## src/rtl/if_stage.sv

```systemverilog
// rtl/if_stage.sv - instruction fetch stage with IF/ID register, stall buffer and redirect drain
// Keeps one imem request in flight; a redirect during an unacknowledged fetch waits in DRAIN for that response.
module if_stage #(
  parameter logic [31:0] RESET_PC = 32'h0000_0000
) (
  input  logic        clk,
  input  logic        rst,
  input  logic        stall,
  input  logic        redirect,
  input  logic [31:0] redirect_pc,
  output logic        imem_req,
  output logic [31:0] imem_addr,
  input  logic        imem_ack,
  input  logic [31:0] imem_rdata,
  output logic        id_valid,
  output logic [31:0] id_pc,
  output logic [31:0] id_instr,
  output logic [5:0]  id_opcode,
  output logic [5:0]  id_funct
);

  typedef enum logic [1:0] {FETCH, HOLD, DRAIN} state_t;

  state_t      state_q, state_d;
  logic [31:0] pc_q, pc_d;
  logic [31:0] buf_pc_q, buf_pc_d;
  logic [31:0] buf_instr_q, buf_instr_d;
  logic [31:0] target_q, target_d;
  logic        id_valid_q, id_valid_d;
  logic [31:0] id_pc_q, id_pc_d;
  logic [31:0] id_instr_q, id_instr_d;
  logic [31:0] redirect_tgt;

  assign redirect_tgt = redirect_pc & 32'hFFFF_FFFC;

  always_comb begin
    state_d     = state_q;
    pc_d        = pc_q;
    buf_pc_d    = buf_pc_q;
    buf_instr_d = buf_instr_q;
    target_d    = target_q;
    id_valid_d  = id_valid_q;
    id_pc_d     = id_pc_q;
    id_instr_d  = id_instr_q;
    case (state_q)
      FETCH: begin
        if (redirect) begin
          id_valid_d = 1'b0;
          if (imem_ack) begin
            pc_d = redirect_tgt;
          end else begin
            target_d = redirect_tgt;
            state_d  = DRAIN;
          end
        end else if (stall) begin
          if (imem_ack) begin
            buf_pc_d    = pc_q;
            buf_instr_d = imem_rdata;
            state_d     = HOLD;
          end
        end else if (imem_ack) begin
          id_valid_d = 1'b1;
          id_pc_d    = pc_q;
          id_instr_d = imem_rdata;
          pc_d       = pc_q + 32'd4;
        end else begin
          id_valid_d = 1'b0;
        end
      end
      HOLD: begin
        if (redirect) begin
          id_valid_d = 1'b0;
          pc_d       = redirect_tgt;
          state_d    = FETCH;
        end else if (!stall) begin
          id_valid_d = 1'b1;
          id_pc_d    = buf_pc_q;
          id_instr_d = buf_instr_q;
          pc_d       = buf_pc_q + 32'd4;
          state_d    = FETCH;
        end
      end
      DRAIN: begin
        // The outstanding response is thrown away; the latest target wins.
        id_valid_d = 1'b0;
        if (redirect) begin
          if (imem_ack) begin
            pc_d    = redirect_tgt;
            state_d = FETCH;
          end else begin
            target_d = redirect_tgt;
          end
        end else if (imem_ack) begin
          pc_d    = target_q;
          state_d = FETCH;
        end
      end
      default: state_d = FETCH;
    endcase
  end

  always_ff @(posedge clk or posedge rst) begin
    if (rst) begin
      state_q     <= FETCH;
      pc_q        <= RESET_PC;
      buf_pc_q    <= 32'd0;
      buf_instr_q <= 32'd0;
      target_q    <= 32'd0;
      id_valid_q  <= 1'b0;
      id_pc_q     <= 32'd0;
      id_instr_q  <= 32'd0;
    end else begin
      state_q     <= state_d;
      pc_q        <= pc_d;
      buf_pc_q    <= buf_pc_d;
      buf_instr_q <= buf_instr_d;
      target_q    <= target_d;
      id_valid_q  <= id_valid_d;
      id_pc_q     <= id_pc_d;
      id_instr_q  <= id_instr_d;
    end
  end

  assign imem_req  = (state_q != HOLD) && !rst;
  assign imem_addr = pc_q;
  assign id_valid  = id_valid_q;
  assign id_pc     = id_pc_q;
  assign id_instr  = id_instr_q;
  assign id_opcode = id_instr_q[31:26];
  assign id_funct  = id_instr_q[5:0];

endmodule

```

## config.mk

```make
export PLATFORM = sky130hd
export DESIGN_NAME = if_stage
export DESIGN_NICKNAME = d
export VERILOG_FILES = /design/src/rtl/if_stage.sv
export SDC_FILE = /design/constraint.sdc
export NUM_CORES = 1
export LEC_CHECK = 0
export CORE_MARGIN = 5
export CORE_UTILIZATION = 49
export DETAILED_ROUTE_END_ITERATION = 12
export PLACE_DENSITY = 0.77
export SLEW_MARGIN = 25
export SYNTH_ARGS = -nofsm -noshare
export SYNTH_HDL_FRONTEND = slang
export SYNTH_SLANG_ARGS = --single-unit
```

## constraint.sdc

```tcl
create_clock -name clk -period 7 [get_ports clk]
set_clock_uncertainty 0.2 [all_clocks]
set_input_delay 1.4 -clock clk [delete_from_list [all_inputs] [get_ports clk]]
set_output_delay 1.4 -clock clk [all_outputs]
set_load 0.1 [all_outputs]
```

==> metrics, run 1 <==
status=completed; clock insertion delay at the later pin of the skew report=0.43 ns; TritonCTS Buffers=17; via count=roughly 9300; R2R Setup Slk=3.54 ns; number of remaining DRC errors=0; number of synthesized register bits=193; CTS-repair resized insts=0; clock-pin slew of the registers on the worst-case setup and hold paths=around 0.070 ns; max-cap viol count=0; signed area change from the synthesized netlist to the final layout=20.8%; cell type group with the largest total delay on the critical path=buffers and inverters; final-report hold violation count=0; Final setup violation count=0; die width=159 µm; top library cells by usage in the layout, fill and taps aside=193 x dfrtp_1, 175 x clkdlybuf4s50_1, 101 x nand2_1, 101 x o21ai_0, 95 x mux2_2; post-detailed-routing wire length=31000 µm; TritonCTS Sinks=193; Arr. time, crit path=between 3 and 4 ns; sum of negative setup slack=0 ns; final global-route overflow total=0; beginning of the worst hold path=id_pc[10]; First-pass DRT Iterations=7; antenna violations before repair=0; number of antenna diodes=0; unrepaired setup endpoints after global routing=no; vias per inst=6.31; critical path buffer and inverter count=2; Post-Synthesis Cell Area=10800 µm²; routed len/inst=21.1 µm; via count of the first global-routing pass=8732; average size of a mapped cell=about 10 µm²; net count after synthesis=1147; die area=25200 µm²; CTS H-Tree Depth=4; Initial DRC Count=1185; number of buffers inserted to repair setup after CTS=0; leading cell type in the layout, fill and taps excluded=dfrtp_1; floorplan core area=approximately 22000 µm²; r2r worst-path depth=9; CTS Buffer Depth=2; CTS tree=yes; # nets final=1251; Max-slew headroom=29.0%; classification of the worst setup path=in2out; I/O pin count=179; worst flop-to-flop path endpoint=imem_addr[19]; number of hold buffers added after CTS=0; pin count of the biggest net entering global routing=roughly 150; count of flip-flops with a built-in enable after synthesis=0; Top cell by count, worst path=clkdlybuf4s50_1; number of distinct library cell variants in the gate-level netlist after synthesis=77; sequence of cells on the critical path=clkdlybuf4s50_1 -> nor2_1 -> clkdlybuf4s50_1; Crit path required time=5.40 ns; Worst Hold Endpoint=id_pc[10]; count of nets left with antenna violations after detail routing=0; slowest CP cell=clkdlybuf4s50_1; routability-driven placement congestion ratio=0.886; async set or reset register ratio after synthesis=100%; WHS Path Cells=2; wire length of the first global-routing pass=roughly 49000 µm; fraction of layout instances using a drive strength above 1=13.7%; worst flop-to-flop path startpoint=state_q[0]; maximum cell stage delay along the critical path=around 1.2 ns; Synth warnings=0; effective utilization at floorplan=49.7%; most instantiated flip-flop cell in the synthesis netlist=dfrtp_1; buffer cell driving the clock tree root=clkbuf_16; min cycle time layout=roughly 4.8 ns; kind of path behind the tightest hold check=reg2reg; final number of max-transition violations=0; Cells after Synth=between 1000 and 1500; sequential fraction of the synthesis area=44.6%; Worst setup SP type=input pin; detailed-placement wirelength estimate=about 21000 µm; CP Capture Type=output pin; pin slew with the least headroom to its limit=1.06 ns; die extent in y=159 µm; Core Rows=54; fill cell count=between 1500 and 2000; period utilisation layout=68.6%; total track usage=23.5%; Max FO, Critical Path=2; number of buffer cells added on primary ports=176; achievable clock frequency=approximately 210 MHz
[area by class of cell]
type | instances | area, µm² | share of cell area (%)
clock buffers | 19 | 443 | 3.38
clock inverters | 13 | 136 | 1.04
inverters | 11 | 53.8 | 0.411
multi-input cells | 764 | 5420 | 41.4
flip-flops and latches | 193 | 4830 | 36.9
well taps | 280 | 350 | 2.68
repair buffers | 189 | 1850 | 14.2
[layer usage]
metal	track usage (%)	share of wire, %	vias up
met3	4.61	8.8	49
met5	0	0	-
met2	36.4	46	500
met1	34.1	44	4523
li1	-	-	4198
met4	5.87	1.8	0
[logic make-up after synthesis]
| family | count (synthesis) | synth area share, % |
|---|---|---|
| AOI/OAI and AO/OA | 267 | 16.0 |
| xor gates and xnor gates | 16 | 1.29 |
| adders and majority gates | 6 | 0.693 |
| buffers and inverters | 115 | 5.76 |
| DFF | 193 | 44.6 |
| muxes | 175 | 17.3 |
| and+or+nand+nor | 300 | 14.4 |
[registers in the layout, indices dropped and copies added (netlist names)]
register	count
id_instr	32
id_valid	1
id_pc	32
imem_addr	32
buf_instr_q	32
target_q	30
state_q	2
buf_pc_q	32
[worst max path at each step]
| stage | from | cells past startpoint | slack, ns | to |
|---|---|---|---|---|
| finish | rst | 3 | 2.20 | imem_req |
| detailed placement | rst | 3 | 2.22 | imem_req |
| global placement | rst | 3 | 2.22 | imem_req |
| global route | rst | 3 | 2.12 | imem_req |
| floorplan | rst | 1 | 0.14 | buf_instr_q[0] |
| CTS | rst | 3 | 2.21 | imem_req |
[Yosys cell counts (11+ instances only)]
master	instances	area (µm²)
nor3_1	17	85.1
nor2_1	34	128
clkbuf_1	44	165
mux2i_1	80	801
buf_2	25	125
nand4_1	26	163
dfrtp_1	193	4830
buf_4	14	105
a31oi_1	14	87.6
and4_1	11	96.3
and3_1	14	87.6
nor2b_1	11	68.8
mux2_2	95	1070
nand3_1	34	170
a21oi_1	44	220
nand2_1	101	379
nor4_1	11	68.8
o21ai_0	101	505
[per-stage QoR]
step           cells  worst slack [ns]  hold WS [ns]  instance area [µm²]  utilization [%]
3_5_place_dp    1437              2.22         0.269                12500             57.3
4_1_cts         1469              2.21         0.286                13100             59.9
5_1_grt         1469              2.12         0.300                13100             60.0
6_report        1469              2.20         0.278                13100             60.0
3_3_place_gp    1437              2.22         0.260                12500             57.3
2_1_floorplan   1072             0.144         0.272                10800                -
[worst reg2reg max path, delay by kind of cell, from the launching register on]
kind | cells | cell delay, ns
flip-flops | 1 | 0.50
AND/OR/NAND/NOR | 2 | 0.92
buffers and inverters | 3 | 0.82
AO/OA/AOI/OAI | 3 | 0.62
adder cells (fa/ha/maj) | 1 | 0.31
Power of run 1 is not shown: default switching activity piles up to over one toggle a cycle in this logic, so the estimate is an artifact.
==> inputs of run 2 (changes only) <==
--- a/config.mk
+++ b/config.mk
@@ -6,9 +6,9 @@
 export NUM_CORES = 1
 export LEC_CHECK = 0
 export CORE_MARGIN = 5
-export CORE_UTILIZATION = 49
+export CORE_UTILIZATION = 54
 export DETAILED_ROUTE_END_ITERATION = 12
-export PLACE_DENSITY = 0.77
+export PLACE_DENSITY = 0.81
 export SLEW_MARGIN = 25
 export SYNTH_ARGS = -nofsm -noshare
 export SYNTH_HDL_FRONTEND = slang
==> constraint.sdc (replaced) <==
create_clock -name clk -period 5 [get_ports clk]
set_clock_uncertainty 0.2 [all_clocks]
set_input_delay 1 -clock clk [delete_from_list [all_inputs] [get_ports clk]]
set_output_delay 1 -clock clk [all_outputs]
set_load 0.1 [all_outputs]
==> metrics, run 2 (synthesized netlist as in run 1, its figures left out) <==
final global-route overflow total=0 (unchanged); Crit path required time=3.80 ns (-1.60 ns); post-detailed-routing wire length=30900 µm (-0.42%); number of buffer cells added on primary ports=176 (unchanged); final number of max-transition violations=0 (unchanged); via count of the first global-routing pass=8847 (+1.3%); max-cap viol count=0 (unchanged); Worst Hold Endpoint=id_instr[25]; depth of the critical timing path with buffers and inverters included=5 (+2); CP Capture Type=output pin; pin count of the biggest net entering global routing=111 (-23%); unrepaired setup endpoints after global routing=no; Final setup violation count=0 (unchanged); effective utilization at floorplan=55.3% (+5.7 points); signed area change from the synthesized netlist to the final layout=21.9%; kind of path behind the tightest hold check=reg2reg; clock-pin slew of the registers on the worst-case setup and hold paths=0.08 ns (about the same); R2R Setup Slk=1.60 ns (-1.94 ns); Core Rows=51 (-5.6%); TritonCTS Sinks=193 (unchanged); routability-driven placement congestion ratio=0.934 (+5.5%); Max FO, Critical Path=34 (+32); achievable clock frequency=276 MHz; die area=23000 µm² (-8.7%); worst flop-to-flop path endpoint=imem_addr[26]; # nets final=1265 (+1.1%); Max-slew headroom=30.7% (+1.7 points); sum of negative setup slack=0 ns (unchanged); CTS tree=yes; sequence of cells on the critical path=inv_1 -> ha_4 -> buf_4 -> nor2_1 -> buf_4; number of remaining DRC errors=0 (unchanged); routed len/inst=21.0 µm (-0.35%); Worst setup SP type=flop; beginning of the worst hold path=id_instr[25]; TritonCTS Buffers=17 (unchanged); CTS H-Tree Depth=4 (unchanged); via count=9376 (+1.1%); total track usage=26.8% (+3.3 points); CTS-repair resized insts=0 (unchanged); number of antenna diodes=0 (unchanged); min cycle time layout=3.62 ns; CTS Buffer Depth=2 (unchanged); vias per inst=6.39 (+1.2%); leading cell type in the layout, fill and taps excluded=dfrtp_1; WHS Path Cells=2 (unchanged); First-pass DRT Iterations=7 (unchanged); final-report hold violation count=0 (unchanged); critical path buffer and inverter count=3 (+1); detailed-placement wirelength estimate=21300 µm (+2.1%); Post-Route Utilization=67.4% (+7.4 points); top library cells by usage in the layout, fill and taps aside=193 x dfrtp_1, 174 x clkdlybuf4s50_1, 101 x nand2_1, 101 x o21ai_0, 95 x mux2_2; buffer cell driving the clock tree root=clkbuf_16; classification of the worst setup path=reg2out; Initial DRC Count=896 (-24%); floorplan core area=19600 µm² (-10%); I/O pin count=179 (unchanged); number of hold buffers added after CTS=0 (unchanged); die extent in y=152 µm (-4.4%); period utilisation layout=about 72%; clock insertion delay at the later pin of the skew report=0.45 ns (+0.02 ns); slowest CP cell=ha_4; wire length of the first global-routing pass=48400 µm (-0.79%); post-route worst hold slack=0.279 ns (+0.00134 ns); Top cell by count, worst path=buf_4; die width=152 µm (-4.4%); maximum cell stage delay along the critical path=0.53 ns (-0.62 ns); cell type group with the largest total delay on the critical path=buffers and inverters; worst flop-to-flop path startpoint=state_q[1]; fill cell count=1508 (-17%); r2r worst-path depth=7 (-2); number of buffers inserted to repair setup after CTS=0 (unchanged); antenna violations before repair=0 (unchanged); fraction of layout instances using a drive strength above 1=14.8% (+1.1 points); pin slew with the least headroom to its limit=1.04 ns (-0.0256 ns); Arr. time, crit path=2.42 ns (-0.78 ns); count of nets left with antenna violations after detail routing=0 (unchanged); status=completed
run 2: cell count changes in the layout (fill, tap and decap cells not counted), moves of 2 or more:
| cell | delta |
|---|---|
| buf_12 | +3 |
| buf_4 | +12 |
| clkinv_4 | +2 |
| clkinv_8 | +2 |
run 2: routing by layer:
metal  share of wire [%]  wire length, µm  vias to the layer above  track usage (%)
li1                    -                -                     4207                -
met1                  42            13100                     4557             37.9
met2                  45            13900                      532             40.9
met3                 9.5             2940                       80             5.95
met4                 3.0              927                        0             9.61
met5                   0                0                        -                0
run 2: through the flow:
stage	std cells	area, µm²	worst slack [ns]
finish	1468	13200	1.38
global placement	1434	12600	1.22
CTS	1466	13200	1.37
detailed placement	1434	12600	1.19
floorplan	1072	10800	1.21
global route	1468	13200	1.26
run 2: how the worst max path moves through the flow:
stage                from  slack (ns)      endpoint
6_report       state_q[1]        1.38      imem_req
5_1_grt        state_q[1]        1.26      imem_req
4_1_cts        state_q[1]        1.37      imem_req
3_5_place_dp        stall        1.19   buf_pc_q[3]
3_3_place_gp        stall        1.22  imem_addr[6]
2_1_floorplan  state_q[1]        1.21      imem_req
run 2: final cells by class:
| type | instances | area (µm²) | area share [%] |
|---|---|---|---|
| Inverter | 11 | 45.0 | 0.341 |
| Tap cell | 265 | 332 | 2.51 |
| Multi-Input combinational cell | 764 | 5420 | 41.0 |
| Timing Repair Buffer | 203 | 1990 | 15.1 |
| Clock inverter | 15 | 160 | 1.21 |
| Clock buffer | 17 | 425 | 3.22 |
| Sequential cell | 193 | 4830 | 36.6 |
run 2: worst register-to-register path, delay by kind of cell (launching register included):
kind / cells / cell delay [ns]
and+or+nand+nor: 2 / 0.82
AOI/OAI and AO/OA: 2 / 0.67
buffers and inverters: 2 / 0.66
DFF: 1 / 0.44
adders and majority gates: 1 / 0.53
Power of run 2 is left out for the same reason.
==> edit 1, RTL diff (config.mk and constraints of run 1) <==
The 3 states of `state_t` get a one-hot encoding in 3 bits.
--- a/src/rtl/if_stage.sv
+++ b/src/rtl/if_stage.sv
@@ -19,7 +19,7 @@
   output logic [5:0]  id_funct
 );
 
-  typedef enum logic [1:0] {FETCH, HOLD, DRAIN} state_t;
+  typedef enum logic [2:0] {FETCH = 3'b001, HOLD = 3'b010, DRAIN = 3'b100} state_t;
 
   state_t      state_q, state_d;
   logic [31:0] pc_q, pc_d;
Function: same outputs for any inputs over 4 cycles, from zero or initial values and one cycle with rst high; so few cycles prove little.
==> edit 1 against run 1 <==
Register-to-register slack got worse by 0.28 ns; design area fell by 2.6%; synthesized area fell by 3.7%; first-iteration DRC count is 38% lower; worst setup slack lost 0.0085 ns; wire length is 11% lower; sequential share of layout area up 1.2 points; sequential cell count is 1 higher; count of clock-buffer cells in the layout down 2; largest cell class unchanged.
==> edit 1: results (changes against run 1) <==
Status
The flow ran to the end, and the final reports show no timing, DRC or antenna violations.

Logic synthesis
The distinct cell type count after synthesis is 66 (-14%). The proportion of synthesized chip area in sequential cells came to 0.465 (+0.0196). The post-synthesis net count was 1,106 (-3.6%). The arithmetic-cell share of the synthesized area counting full adders, half adders and majority gates is 0.00240 (-0.00453). The xor-xnor portion of the synthesized cell area was 0.0361 (+0.0232). By area the synthesized netlist is led by dfrtp_1 (46%), mux2_2 (9.6%), mux2i_1 (6.5%), o21ai_0 (4.5%), nand2_1 (4.1%). The complex-gate fraction of the synthesized area is 0.141 (-0.0186). By count the netlist is led by dfrtp_1 (193), nand2_1 (115), o21ai_0 (94).

Placement
The placer congestion estimate is 0.880 (-0.67%). The count of placed standard cells including taps is 1,401 (-2.5%). The worst setup timing slack at the placement stage is 2.14 ns (-0.0804 ns).

Route
The average routed wire per standard cell is 19.2 µm (-9.1%). The total number of vias is 8,516 (-8.1%). The routed length on met3 came to 2.04 mm (-25%). The met2 routed wirelength came to 13.0 mm (-8.1%). The wire length on met1 is 11.8 mm (-13%). The average via count per standard cell is 5.94 (-5.9%).

STA
The actual transition at the worst max-transition pin is 1.04 ns (-0.0204 ns).

GRT
The global-route wire length before repair is 45.1 mm (-7.7%). The total global-route track usage came to 0.228 (-0.00697). The met1 demand-to-capacity share in global routing was 0.319 (-0.0218).

Critical path
The endpoint arrival time on the critical path was 3.21 ns (about the same).

Layout
The net count of the finished layout came to 1,217 (-2.7%). The fraction of layout cells with a size suffix above 1 came to 0.134 (-0.00335).
==> edit 1: final cells by class <==
cell class,count,area [µm²]
clock buffers,17,425
flip-flops and latches,194,4860
multi-input cells,734,5020
well taps,275,344
inverters,12,57.6
repair buffers,187,1850
fillers,1714,8270
clock inverters,15,196
==> edit 1: final timing paths <==
kind | start | depth (start not counted) | slack [ns] | to
min reg2reg | id_pc[3] | 2 | 0.28 | id_pc[3]
min in group asynchronous | rst | 2 | 1.34 | id_pc[5]
min | id_pc[3] | 2 | 0.28 | id_pc[3]
max reg2reg | state_q[1] | 8 | 3.26 | imem_addr[30]
max in group asynchronous | rst | 3 | 4.06 | target_q[5]
max | rst | 3 | 2.19 | imem_req
==> edit 1: power by group <==
group          switching, mW  total [mW]  internal (mW)  leakage (nW)
Combinational           2.31        3.17          0.862          2.42
Clock                  0.475        1.02          0.547         0.297
Sequential             0.464        1.99           1.53          2.36
==> edit 2, RTL diff (flow settings as in run 1) <==
Made on the original files. Make the reset (`rst`) synchronous in one clocked block.
--- a/src/rtl/if_stage.sv
+++ b/src/rtl/if_stage.sv
@@ -99,7 +99,7 @@
     endcase
   end
 
-  always_ff @(posedge clk or posedge rst) begin
+  always_ff @(posedge clk) begin
     if (rst) begin
       state_q     <= FETCH;
       pc_q        <= RESET_PC;
Behaviour: differs if rst is asserted again (counterexample within 4 cycles, from zero or initial values and one cycle with rst high); with rst held inactive, the same outputs for 4 cycles.
==> edit 2 against run 1 <==
Design area is 5.8% lower; wire length is 0.29% lower; via count is 4.9% higher; critical path type unchanged; critical path depth stayed put; worst setup slack better by 0.29 ns; maximum frequency is 6.5% higher; synthesized area is 7.1% lower; sequential cell count stayed put.
==> edit 2: results (changes against run 1) <==
Status
The flow ran to the end, and the final reports show no timing, DRC or antenna violations.

Route
The iteration count of the initial detailed-routing pass is 6 (-1). The average routed wire per standard cell is 19.0 µm (-9.7%). The number of violations reported at the end of detailed-routing iteration 0 came to 896 (-24%). The average via count per standard cell is 5.99 (-5.1%).

STA
The actual transition at the worst max-transition pin was 1.06 ns (-0.00809 ns).

Logic synthesis
In the synthesized netlist, the cells that appear most often are nand2_1 (240), dfxtp_1 (193), a21oi_1 (127). The xor-xnor portion of the synthesized cell area came to 0.0296 (+0.0166). The distinct cell type count after synthesis is 73 (-5.2%).

The arithmetic-cell share of the synthesized area counting full adders, half adders and majority gates is 0.00746 (+0.000529). Ranked by total cell area, the synthesized netlist is headed by dfxtp_1 (38%), nand2_1 (8.9%), mux2i_1 (7.5%), a21oi_1 (6.3%), a211oi_1 (5.5%). In the synthesized netlist the dominant register cell turns out to be dfxtp_1. The proportion of synthesized chip area in sequential cells is 0.384 (-0.0619). The post-synthesis net count is 1,335 (+16%). The complex-gate fraction of the synthesized area was 0.211 (+0.0515).

The share of cell area taken by muxes after synthesis came to 0.0824 (-0.0902).

Layout
The number of antenna repair diodes was 0 (unchanged). The fraction of layout cells with a size suffix above 1 was 0.0591 (-0.0780). The net count of the finished layout is 1,416 (+13%).

Critical path
The highest fanout seen on the critical path is 35 (+33). The endpoint arrival time on the critical path is 2.91 ns (-0.29 ns). The reg2reg setup slack is 2.91 ns (-0.63 ns).

GRT
The global-route wire length before repair is 48.7 mm (-0.17%). The total global-route track usage is 0.252 (+0.0173). The number of global-route vias before repair is 8,887 (+1.8%).

Placement
The placer congestion estimate was 0.933 (+5.4%). The count of input and output buffers was 176 (unchanged).
edit 2: cell count changes after synthesis, sizes merged, moves of 14 or more:
cell	run 1	this run
a211oi	10	75
dfrtp	193	0
buf	50	66
dfxtp	0	193
xnor2	10	24
mux2	95	7
nand2	101	241
nor2	34	110
a21oi	44	127
o21ai	101	29
edit 2: kinds of logic after synthesis:
kind of cell    Yosys count
mux                      82
fa+ha+maj                 6
xor+xnor                 34
simple gates            485
flops                   193
compound gates          321
buf+inv                 139
edit 2: report_power, final:
part           internal [mW]  switching, mW
logic                  0.310          0.781
clock network          0.514          0.467
registers               1.18          0.112
edit 2: layer usage:
metal  global-route usage  vias up  part of all wire  wire, µm
li1                     -     4634                 -         -
met1                0.336     4567              0.43     13200
met2                0.407      440              0.46     14200
met3               0.0529       83             0.084      2590
met4               0.0908        0             0.032       998
met5                    0        -                 0         0
edit 2: path summary, 6_finish.rpt:
check,depth (start not counted),start,end
min reg2reg,2,buf_instr_q[1],buf_instr_q[1]
min,2,buf_instr_q[1],buf_instr_q[1]
max,3,rst,imem_req
max reg2reg,7,state_q[0],id_instr[28]
edit 2: worst max-delay path, stage by stage:
cell and delay (ns):
buf_6 0.18, nor2_1 0.13, clkdlybuf4s50_1 1.16
edit 2: area by class of cell:
cell class / count / area, µm²
Fill cell: 1821 / 7900
Multi-Input combinational cell: 928 / 5620
Sequential cell: 193 / 3860
Timing Repair Buffer: 189 / 1880
Clock buffer: 18 / 439
Tap cell: 270 / 338
Clock inverter: 13 / 146
Inverter: 12 / 45.0
edit 2: metrics by stage:
step	std cells	power [mW]	hold WS, ns	cell area [µm²]	setup WS (ns)
2_1_floorplan	1260	2.10	0.236	10100	2.15
3_3_place_gp	1590	2.37	0.241	11700	2.36
3_5_place_dp	1590	2.39	0.246	11700	2.33
4_1_cts	1621	3.36	0.256	12300	2.49
5_1_grt	1623	3.49	0.273	12300	2.47
6_report	1623	3.36	0.254	12300	2.49
